**src/rtl/sorteador_papeis.sv**
```systemverilog
// -----------------------------------------------------------------------------
// sorteador_papeis
// Role-dealing engine for PoliLobinho. A seed is captured on a button press and
// loaded into a 16-bit Fibonacci LFSR. The LFSR then places N_LOBOS wolves among
// N_JOGADORES players by rejection sampling, and a reveal pointer steps through
// the players one `passa` pulse at a time.
//
// Configuration macro:
//   SORTEIO_SEMENTE_FIXA_EN - when defined, the seed is always SEMENTE_FIXA and
//                             the free-running seed counter is not built.
//
// Ports:
//   clock       in   single clock
//   reset       in   asynchronous, active-high
//   jogar       in   start/restart a game (1-cycle pulse)
//   botao       in   seed capture (1-cycle pulse)
//   passa       in   advance reveal pointer (1-cycle pulse)
//   jogo_atual  out  role mask, bit i = 1 means player i is a wolf
//   jogador_vez out  index of the player being revealed
//   papel_vez   out  role of jogador_vez while revealing
//   pronto      out  dealing complete (REVELA or FIM)
//   fim         out  every player has been revealed
//   db_estado   out  FSM state code
// -----------------------------------------------------------------------------
module sorteador_papeis #(
    parameter int          N_JOGADORES  = 10,
    parameter int          N_LOBOS      = 2,
    parameter logic [15:0] SEMENTE_FIXA = 16'hACE1,
    localparam int         IDX_W        = ($clog2(N_JOGADORES) > 1) ? $clog2(N_JOGADORES) : 1
) (
    input  logic                   clock,
    input  logic                   reset,
    input  logic                   jogar,
    input  logic                   botao,
    input  logic                   passa,
    output logic [N_JOGADORES-1:0] jogo_atual,
    output logic [IDX_W-1:0]       jogador_vez,
    output logic                   papel_vez,
    output logic                   pronto,
    output logic                   fim,
    output logic [4:0]             db_estado
);

    localparam int CNT_W = $clog2(N_JOGADORES + 1);
    localparam logic [IDX_W-1:0] ULTIMO  = IDX_W'(N_JOGADORES - 1);
    localparam logic [CNT_W-1:0] ALVO    = CNT_W'(N_LOBOS);
    localparam logic [N_JOGADORES-1:0] UM = {{(N_JOGADORES-1){1'b0}}, 1'b1};

    typedef enum logic [2:0] {
        INICIAL        = 3'd0,
        ESPERA_SEMENTE = 3'd1,
        SORTEIO        = 3'd2,
        REVELA         = 3'd3,
        FIM            = 3'd4
    } estado_t;

    estado_t                r_estado;
    logic [15:0]            r_lfsr;
    logic [N_JOGADORES-1:0] r_jogo_atual;
    logic [CNT_W-1:0]       r_conta_lobos;
    logic [IDX_W-1:0]       r_jogador_vez;
    logic                   r_pronto;
    logic                   r_fim;

    logic [15:0]            w_semente;
    logic [15:0]            w_lfsr_prox;
    logic [IDX_W-1:0]       w_cand;
    logic [N_JOGADORES-1:0] w_sel_cand;
    logic [N_JOGADORES-1:0] w_sel_vez;
    logic                   w_cand_ok;

`ifdef SORTEIO_SEMENTE_FIXA_EN
    assign w_semente = SEMENTE_FIXA;
`else
    // Free-running seed counter: the press timing of `botao` is the entropy.
    logic [15:0] r_cs;

    always_ff @(posedge clock or posedge reset) begin
        if (reset) r_cs <= 16'd0;
        else       r_cs <= r_cs + 16'd1;
    end

    assign w_semente = r_cs;
`endif

    // Fibonacci LFSR, taps 16/14/13/11, shifted left with feedback into b0.
    assign w_lfsr_prox = {r_lfsr[14:0], r_lfsr[15] ^ r_lfsr[13] ^ r_lfsr[12] ^ r_lfsr[10]};

    // Candidates past the last player shift out of the one-hot select, so the
    // explicit range test is what rejects them.
    assign w_cand     = r_lfsr[IDX_W-1:0];
    assign w_sel_cand = UM << w_cand;
    assign w_cand_ok  = ({{(32-IDX_W){1'b0}}, w_cand} < 32'(N_JOGADORES))
                     && ((r_jogo_atual & w_sel_cand) == '0)
                     && (r_conta_lobos < ALVO);

    assign w_sel_vez  = UM << r_jogador_vez;

    always_ff @(posedge clock or posedge reset) begin
        if (reset) begin
            r_estado      <= INICIAL;
            r_lfsr        <= 16'h0001;
            r_jogo_atual  <= '0;
            r_conta_lobos <= '0;
            r_jogador_vez <= '0;
            r_pronto      <= 1'b0;
            r_fim         <= 1'b0;
        end else begin
            case (r_estado)
                INICIAL: begin
                    if (jogar) r_estado <= ESPERA_SEMENTE;
                end
                ESPERA_SEMENTE: begin
                    if (botao) begin
                        // A zero seed would freeze the LFSR forever.
                        r_lfsr   <= (w_semente == 16'd0) ? 16'h0001 : w_semente;
                        r_estado <= SORTEIO;
                    end
                end
                SORTEIO: begin
                    r_lfsr <= w_lfsr_prox;
                    if (r_conta_lobos == ALVO) begin
                        r_estado      <= REVELA;
                        r_jogador_vez <= '0;
                        r_pronto      <= 1'b1;
                    end else if (w_cand_ok) begin
                        r_jogo_atual  <= r_jogo_atual | w_sel_cand;
                        r_conta_lobos <= r_conta_lobos + CNT_W'(1);
                    end
                end
                REVELA: begin
                    if (passa) begin
                        if (r_jogador_vez == ULTIMO) begin
                            r_estado <= FIM;
                            r_fim    <= 1'b1;
                        end else begin
                            r_jogador_vez <= r_jogador_vez + IDX_W'(1);
                        end
                    end
                end
                FIM: begin
                    if (jogar) begin
                        r_estado      <= ESPERA_SEMENTE;
                        r_jogo_atual  <= '0;
                        r_conta_lobos <= '0;
                        r_jogador_vez <= '0;
                        r_pronto      <= 1'b0;
                        r_fim         <= 1'b0;
                    end
                end
                default: r_estado <= INICIAL;
            endcase
        end
    end

    assign jogo_atual  = r_jogo_atual;
    assign jogador_vez = r_jogador_vez;
    assign papel_vez   = (r_estado == REVELA) && ((r_jogo_atual & w_sel_vez) != '0);
    assign pronto      = r_pronto;
    assign fim         = r_fim;
    assign db_estado   = {2'b00, r_estado};

endmodule

```
**config.mk**
```make
export PLATFORM = sky130hd
export DESIGN_NAME = sorteador_papeis
export DESIGN_NICKNAME = d
export VERILOG_FILES = /design/src/rtl/sorteador_papeis.sv
export SDC_FILE = /design/constraint.sdc
export NUM_CORES = 1
export LEC_CHECK = 0
export ABC_CLOCK_PERIOD_IN_PS = 3000
export CAP_MARGIN = 20
export CORE_MARGIN = 1
export CORE_UTILIZATION = 61
export DETAILED_ROUTE_END_ITERATION = 8
export PLACE_DENSITY = 0.84
export SLEW_MARGIN = 25
export SYNTH_ARGS = -nofsm -noshare
export SYNTH_HDL_FRONTEND = slang
export SYNTH_SLANG_ARGS = --single-unit
```
**constraint.sdc**
```tcl
create_clock -name clock -period 3 [get_ports clock]
set_input_delay 0.6 -clock clock [delete_from_list [all_inputs] [get_ports clock]]
set_output_delay 0.6 -clock clock [all_outputs]
set_load 0.005 [all_outputs]
```
==> results of run 1 <==
[state kept, by name (all words and copies together) (netlist names)]
signal / count
jogador_vez: 4
pronto: 1
r_estado: 3
fim: 1
r_cs: 16
r_conta_lobos: 4
r_lfsr: 16
jogo_atual: 10
[repair_timing]
action,CTS,global route
setup endpoints to repair,0,1
gates resized for setup,0,1
endpoints found under the hold margin,0,0
[routing by layer]
| metal | up-vias | GRT usage [%] | routed length [um] |
|---|---|---|---|
| met3 | 9 | 4.99 | 218 |
| met1 | 1070 | 33.0 | 2490 |
| met5 | - | 0 | 0 |
| li1 | 1054 | - | - |
| met2 | 64 | 40.0 | 2880 |
| met4 | 0 | 8.67 | 84 |
[worst register-to-register path: cells and delay by family, from the launching register on]
| kind | cells | cell delay (ps) |
|---|---|---|
| simple gates | 2 | 960 |
| compound gates | 3 | 580 |
| flops | 1 | 570 |
[worst min path at each step]
| stage | slack, ps | endpoint | startpoint | cells after the start |
|---|---|---|---|---|
| after floorplan | 450 | r_lfsr[7] | r_lfsr[7] | 2 |
| after global placement | 460 | r_lfsr[9] | r_lfsr[9] | 2 |
| after detailed placement | 470 | r_lfsr[6] | r_lfsr[6] | 2 |
| after CTS | 490 | r_lfsr[6] | r_lfsr[6] | 2 |
| after global routing | 510 | r_lfsr[5] | r_lfsr[5] | 2 |
| final | 490 | r_lfsr[5] | r_lfsr[5] | 2 |
[through the flow]
stage / power, mW / hold WS (ps) / util (%) / area [um^2]
after CTS: 2.79 / 492 / 72.3 / 3230
after global routing: 2.98 / 509 / 72.3 / 3240
after global placement: 2.31 / 460 / 70.0 / 3130
final: 2.79 / 490 / 72.3 / 3240
after floorplan: 1.98 / 446 / - / 2910
after detailed placement: 2.35 / 471 / 70.0 / 3130
[where the power goes]
part	leakage, nW	switching, mW	internal (mW)
clock network	0.0515	0.234	0.211
registers	0.699	0.273	0.956
logic	0.691	0.530	0.583
[area by class of cell]
class | instances | area (um^2)
flip-flops and latches | 55 | 1380
fillers | 350 | 1240
repair buffers | 27 | 263
clock buffers | 8 | 100
multi-input cells | 211 | 1390
well taps | 52 | 65.1
inverters | 11 | 41.3
[kinds of logic after synthesis]
family,share of synthesized area [%]
AND/OR/NAND/NOR,21.1
AO/OA/AOI/OAI,14.9
flip-flops,47.4
buffers and inverters,5.12
XOR/XNOR,5.12
adder cells (fa/ha/maj),4.30
multiplexers,1.98
other,0.129
[layout by cell type (no fill, tap or decap), types with 2 or more instances in the layout]
| cell | synthesis | final |
|---|---|---|
| sky130_fd_sc_hd__a21oi_1 | 4 | 4 |
| sky130_fd_sc_hd__a221oi_1 | 2 | 2 |
| sky130_fd_sc_hd__a22o_1 | 2 | 2 |
| sky130_fd_sc_hd__a22oi_1 | 14 | 14 |
| sky130_fd_sc_hd__and3_1 | 5 | 5 |
| sky130_fd_sc_hd__and4_1 | 2 | 2 |
| sky130_fd_sc_hd__buf_4 | 2 | 3 |
| sky130_fd_sc_hd__clkbuf_8 | 0 | 7 |
| sky130_fd_sc_hd__clkdlybuf4s50_1 | 0 | 24 |
| sky130_fd_sc_hd__conb_1 | 1 | 2 |
| sky130_fd_sc_hd__dfrtp_1 | 54 | 54 |
| sky130_fd_sc_hd__ha_1 | 10 | 10 |
| sky130_fd_sc_hd__inv_1 | 11 | 10 |
| sky130_fd_sc_hd__mux2_2 | 2 | 2 |
| sky130_fd_sc_hd__mux2i_1 | 2 | 2 |
| sky130_fd_sc_hd__nand2_1 | 54 | 54 |
| sky130_fd_sc_hd__nand2b_1 | 2 | 2 |
| sky130_fd_sc_hd__nand3_1 | 8 | 8 |
| sky130_fd_sc_hd__nand3b_1 | 4 | 4 |
| sky130_fd_sc_hd__nand4_1 | 6 | 6 |
| sky130_fd_sc_hd__nor2_1 | 11 | 10 |
| sky130_fd_sc_hd__nor2b_1 | 3 | 3 |
| sky130_fd_sc_hd__nor3_1 | 4 | 4 |
| sky130_fd_sc_hd__nor3b_1 | 3 | 3 |
| sky130_fd_sc_hd__nor4_1 | 3 | 3 |
| sky130_fd_sc_hd__nor4_2 | 2 | 2 |
| sky130_fd_sc_hd__o21ai_0 | 11 | 10 |
| sky130_fd_sc_hd__o21ai_2 | 10 | 10 |
| sky130_fd_sc_hd__o22ai_1 | 5 | 5 |
| sky130_fd_sc_hd__or3_1 | 2 | 2 |
| sky130_fd_sc_hd__xnor2_1 | 15 | 15 |
| sky130_fd_sc_hd__xor2_1 | 2 | 2 |
==> Flow_metrics.wiki, run 1 <==
{| class="wikitable"
! Metric !! Value
|-
| Run status || finished, violations left
|-
| Violations in the final reports || design-rule violations
|-
| Worst path arrival time || 2190 ps
|-
| Layout Cells excl Fill || 364
|-
| Post-synth EDFFs || 0
|-
| Chip Height || 71.1 um
|-
| Headroom to the max-slew limit || 48.1%
|-
| Standard cell with the maximum stage delay on the critical path || sky130_fd_sc_hd__clkdlybuf4s50_1
|-
| Share of synthesized registers carrying an async set or reset || 100%
|-
| Delay of the slowest cell on the worst path || 440 ps
|-
| Critical register-to-register path endpoint || jogador_vez[3]
|-
| Synth Flop Type || sky130_fd_sc_hd__dfrtp_1
|-
| Number of pins exceeding their max-slew limit in the final report || 0
|-
| Final total negative setup slack || 0 ps
|-
| Total via count in the routed design || 2197
|-
| Max-capacitance violation count || 0
|-
| Post-synthesis cell area || 2910 um^2
|-
| Share of the clock period used by the worst path after layout || 92.9%
|-
| Antenna violations before repair || 0
|-
| Total leakage power || 1.44 nW
|-
| Number of warnings issued by yosys || 0
|-
| Final worst slack || 214 ps
|-
| Root buffer cell || sky130_fd_sc_hd__clkbuf_8
|-
| Number of antenna repair diodes || 0
|-
| Maximum vdd ir drop || 0.415 mV
|-
| Via count of the first global-routing pass || 2038
|-
| Floorplan row count || 24
|-
| Skew-Pair Late Insertion Delay || 310 ps
|-
| Launching element type of the critical path || register
|-
| Final routed wire length divided by cell count || 15.6 um
|-
| Initial cell density of the core || 65.0%
|-
| DRT antenna net count || 0
|-
| Kind of critical path || reg2out
|-
| Cells after synthesis || 291
|-
| Number of cell instances on the worst register-to-register path || 5
|-
| List of most frequent post-synthesis cells || 54 x sky130_fd_sc_hd__dfrtp_1, 54 x sky130_fd_sc_hd__nand2_1, 15 x sky130_fd_sc_hd__xnor2_1
|-
| Element type at the critical path end || primary output
|-
| Number of design-rule violations left by the first detailed-router iteration || 246
|-
| Number of gates on the worst path with buffers counted || 7
|-
| Mean Syn Cell Area || 10.0 um^2
|-
| Post-CTS setup-driven buffer insertion count || 0
|-
| Via count normalized by instance count || 6.04
|-
| R2R Path Start || r_estado[0]
|-
| Cell types occupying the most area after synthesis || sky130_fd_sc_hd__dfrtp_1 46%, sky130_fd_sc_hd__nand2_1 7.0%, sky130_fd_sc_hd__xnor2_1 4.5%
|-
| Global-route total usage across every layer || 24.6%
|-
| Number of design rule violations left after detail routing || 7
|-
| Post-synth cell types || 55
|-
| Largest net degree at the start of global routing || 23
|-
| Hold violation count in the final report || 0
|-
| Dominant delay contributor by cell family on the critical path || compound AO/OA/AOI/OAI gates
|-
| Flop2flop setup slack || 780 ps
|-
| Final number of setup-violating endpoints || 0
|-
| Leading area contributor after synthesis || sky130_fd_sc_hd__dfrtp_1
|-
| List of cells traversed by the critical path || ha_1 > ha_1 > a222oi_1 > o21ai_1 > o21ai_0 > nor2_1 > clkdlybuf4s50_1
|-
| Capturing element of the worst setup path || papel_vez
|-
| Post-placement cell count || 356
|-
| Routed Wire Length || 5670 um
|-
| P&R area growth vs syn || 11.2%
|-
| RSZ-0062 raised after global routing || no
|-
| Transition time of the tightest slew-check pin || 776 ps
|-
| Wire length of the first global-routing pass || 9580 um
|-
| Core region area || 4470 um^2
|-
| Yosys top cell area share || 46.5%
|-
| Clock transition at the register clock pins on the worst setup and hold paths after CTS || 100 ps
|-
| Ratio of cells with drive above 1 in the final layout || 11.2%
|-
| Num ports || 27
|-
| Weighted congestion reported at the end of routability-driven placement || 0.828
|-
| Count of buffer and inverter cells on the critical path || 1
|-
| Min Tclk post-route || 2790 ps
|-
| Library cell appearing most often on the critical path || sky130_fd_sc_hd__ha_1
|-
| Fmax achieved || 0.359 GHz
|-
| Post-detail-place hpwl || 4070 um
|-
| Total overflow reported by the global router || 0
|-
| Sequential fraction of the synthesis area || 47.4%
|-
| Kind of path behind the tightest hold check || reg2reg
|-
| CTS buffer count || 5
|-
| Flops & latches, synth || 55
|-
| Worst setup slack after placement || 508 ps
|-
| TritonCTS clock tree || built
|-
| Worst setup skew after layout || 4.80 ps
|-
| Count of hold buffers inserted by post-cts repair || 0
|-
| H-Tree Level Count || 2
|-
| Crit path from || jogador_vez[0]
|-
| Layout net count || 326
|-
| Endpoint required time on the critical path || 2400 ps
|-
| Highest fanout seen on the critical path || 4
|-
| Die ar. || 5050 um^2
|-
| Total number of clock tree sinks || 55
|-
| Clock buffer depth || 2
|-
| Quantity of I/O buffers inserted on ports || 24
|-
| X dimension of the die || 71.1 um
|-
| DR pass1 iterations || 6
|-
| Total power divided by cell area || 861 nW/um^2
|}
Power figures use the tool's default switching activity.
==> run 2, diff against run 1 <==
- CORE_UTILIZATION: 61 -> 65
- DONT_BUFFER_PORTS: unset -> 1
- PLACE_DENSITY: 0.84 -> 0.81
==> run 2 against run 1 <==
The flow now finishes without violations. Utilization is 0.82 points lower. Clock skew is 1.5 ps lower. Flip-flop and latch count stayed put. Count of clock-buffer cells in the layout is 2 lower. Combinational power is 21% lower. Largest power group unchanged. Non-clock buffer count is 24 lower. Cell area is 8.4% lower. Wire length is 3.1% lower. Register-to-register slack better by 40 ps. Worst hold slack worse by 320 ps. Sequential share of layout area is 3.9 points higher. Worst setup slack better by 370 ps.
==> Flow_metrics.wiki, run 2 (synthesized netlist as in run 1, its figures left out) <==
{| class="wikitable"
! Metric !! Value
|-
| Maximum vdd ir drop || 0.379 mV (was 0.415 mV)
|-
| Number of design rule violations left after detail routing || 0 (was 7)
|-
| Fmax achieved || 0.414 GHz (was 0.359 GHz)
|-
| Via count normalized by instance count || 6.23 (was 6.04)
|-
| Floorplan row count || 23 (was 24)
|-
| Switching Share || 39.6% (was 37.2%)
|-
| Clock Power Share || 15.0% (was 16.0%)
|-
| Total via count in the routed design || 2092 (was 2197)
|-
| Min Tclk post-route || 2420 ps (was 2790 ps)
|-
| Launching element type of the critical path || register (unchanged)
|-
| Post-placement cell count || 330 (was 356)
|-
| Post-CTS setup-driven buffer insertion count || 0 (unchanged)
|-
| Post-detail-place hpwl || 4010 um (was 4070 um)
|-
| Number of antenna repair diodes || 0 (unchanged)
|-
| Worst setup skew after layout || 3.28 ps (was 4.80 ps)
|-
| Final worst slack || 582 ps (was 214 ps)
|-
| Kind of critical path || reg2out (unchanged)
|-
| Largest net degree at the start of global routing || 36 (was 23)
|-
| Total leakage power || 1.34 nW (was 1.44 nW)
|-
| Final routed wire length divided by cell count || 16.4 um (was 15.6 um)
|-
| Run status || finished, final reports clean (was finished, violations left)
|-
| Kind of path behind the tightest hold check || in2async (was reg2reg)
|-
| Final total negative setup slack || 0 ps (unchanged)
|-
| Layout Cells excl Fill || 336 (was 364)
|-
| Max-capacitance violation count || 0 (unchanged)
|-
| Total power divided by cell area || 846 nW/um^2 (was 861 nW/um^2)
|-
| Hold slack || 174 ps (was 490 ps)
|-
| Initial cell density of the core || 70.2% (was 65.0%)
|-
| H-Tree Level Count || 2 (unchanged)
|-
| Post-layout util || 71.5% (was 72.3%)
|-
| Via count of the first global-routing pass || 1977 (was 2038)
|-
| X dimension of the die || 68.9 um (was 71.1 um)
|-
| Root buffer cell || sky130_fd_sc_hd__clkbuf_8 (unchanged)
|-
| Number of design-rule violations left by the first detailed-router iteration || 203 (was 246)
|-
| Core region area || 4140 um^2 (was 4470 um^2)
|-
| DRT antenna net count || 0 (unchanged)
|-
| Share of the clock period used by the worst path after layout || 80.6% (was 92.9%)
|-
| Cell Int Power || 1.51 mW (was 1.75 mW)
|-
| Endpoint required time on the critical path || 2400 ps (about the same)
|-
| Relative contribution of combinational cells to total power || 35.0% (was 39.9%)
|-
| Num ports || 27 (unchanged)
|-
| Weighted congestion reported at the end of routability-driven placement || 0.788 (was 0.828)
|-
| Delay of the slowest cell on the worst path || 430 ps (was 440 ps)
|-
| Highest fanout seen on the critical path || 4 (unchanged)
|-
| Final number of setup-violating endpoints || 0 (unchanged)
|-
| Commonest cells after routing, fill and taps aside || 54 x sky130_fd_sc_hd__nand2_1, 54 x sky130_fd_sc_hd__dfrtp_1, 15 x sky130_fd_sc_hd__xnor2_1 (was 54 x sky130_fd_sc_hd__nand2_1, 54 x sky130_fd_sc_hd__dfrtp_1, 24 x sky130_fd_sc_hd__clkdlybuf4s50_1)
|-
| Routed Wire Length || 5500 um (was 5670 um)
|-
| Ratio of cells with drive above 1 in the final layout || 11.2% (about the same)
|-
| Chip Height || 68.9 um (was 71.1 um)
|-
| Net load switching power || 992 uW (was 1.04 mW)
|-
| Relative contribution of sequential cells to total power || 50.0% (was 44.1%)
|-
| Clock transition at the register clock pins on the worst setup and hold paths after CTS || 90 ps (was 100 ps)
|-
| TritonCTS clock tree || built (unchanged)
|-
| Clock buffer depth || 2 (unchanged)
|-
| List of cells traversed by the critical path || ha_1 > ha_1 > a222oi_1 > o21ai_0 > o21ai_0 > nor2_1 (was ha_1 > ha_1 > a222oi_1 > o21ai_1 > o21ai_0 > nor2_1 > clkdlybuf4s50_1)
|-
| DR pass1 iterations || 4 (was 6)
|-
| Antenna violations before repair || 0 (unchanged)
|-
| Layout net count || 302 (was 326)
|-
| Standard cell with the maximum stage delay on the critical path || sky130_fd_sc_hd__dfrtp_1 (was sky130_fd_sc_hd__clkdlybuf4s50_1)
|-
| CTS buffer count || 5 (unchanged)
|-
| Headroom to the max-slew limit || 45.6% (was 48.1%)
|-
| Count of hold buffers inserted by post-cts repair || 0 (unchanged)
|-
| Total number of clock tree sinks || 55 (unchanged)
|-
| Worst path arrival time || 1820 ps (was 2190 ps)
|-
| Hold violation count in the final report || 0 (unchanged)
|-
| Wire length of the first global-routing pass || 8910 um (was 9580 um)
|-
| Element type at the critical path end || primary output (unchanged)
|-
| RSZ-0062 raised after global routing || no (unchanged)
|-
| Global-route total usage across every layer || 26.0% (was 24.6%)
|-
| Die ar. || 4750 um^2 (was 5050 um^2)
|-
| Number of pins exceeding their max-slew limit in the final report || 0 (unchanged)
|-
| Total overflow reported by the global router || 0 (unchanged)
|-
| Worst setup slack after placement || 813 ps (was 508 ps)
|-
| Transition time of the tightest slew-check pin || 812 ps (was 776 ps)
|-
| Quantity of I/O buffers inserted on ports || 0 (was 24)
|-
| Skew-Pair Late Insertion Delay || 300 ps (was 310 ps)
|-
| Post-cts gate resize count || 0 (unchanged)
|-
| P&R area growth vs syn || 1.85% (was 11.2%)
|}
## run 2: cell count changes in the layout (fill, tap and decap cells not counted)
cell	delta
sky130_fd_sc_hd__clkbuf_8	-2
sky130_fd_sc_hd__clkdlybuf4s50_1	-24
sky130_fd_sc_hd__nor2_1	+1
sky130_fd_sc_hd__nor2_2	-1
sky130_fd_sc_hd__o21ai_0	+1
sky130_fd_sc_hd__o21ai_1	-1
## run 2: critical path, delay by kind of cell, from the launching register on
kind / cells / cell delay [ps]
AND/OR/NAND/NOR: 1 / 70
flip-flops: 1 / 430
adder cells (fa/ha/maj): 2 / 420
AO/OA/AOI/OAI: 3 / 600
## run 2: power by group through the flow
stage	sequential (mW)	clock (mW)	combinational, mW
detailed placement	1.27	0	0.881
global placement	1.26	0	0.860
finish	1.25	0.377	0.877
floorplan	1.14	0	0.849
global route	1.30	0.423	1.00
CTS	1.25	0.387	0.885
## run 2: path summary, 6_finish.rpt
check	startpoint	to	slack, ps	cells after the start
min reg2reg	r_lfsr[11]	r_lfsr[11]	490	2
max reg2reg	r_estado[0]	jogador_vez[3]	820	5
min in group clock	jogar	r_estado[2]	470	2
max	jogador_vez[0]	papel_vez	580	6
max in group asynchronous	reset	r_lfsr[0]	2010	2
min	reset	r_cs[6]	170	1
## run 2: cell type report
type	count	area [um^2]
Tap cell	50	62.6
Clock buffer	6	72.6
Multi-Input combinational cell	211	1390
Timing Repair Buffer	3	22.5
Sequential cell	55	1380
Inverter	11	41.3
Fill cell	326	1180
## run 2: per-layer routing
layer | GRT usage [%] | vias up | share of wire, %
li1 | - | 1012 | -
met4 | 9.95 | 0 | 1.0
met5 | 0 | - | 0
met2 | 43.6 | 37 | 50
met3 | 6.09 | 6 | 3.1
met1 | 32.3 | 1037 | 46
## run 2: per-stage QoR
stage	total power, mW	instance area, um^2
5_1_grt	2.73	2960
4_1_cts	2.52	2960
6_report	2.51	2960
3_5_place_dp	2.15	2890
3_3_place_gp	2.12	2890
2_1_floorplan	1.98	2910
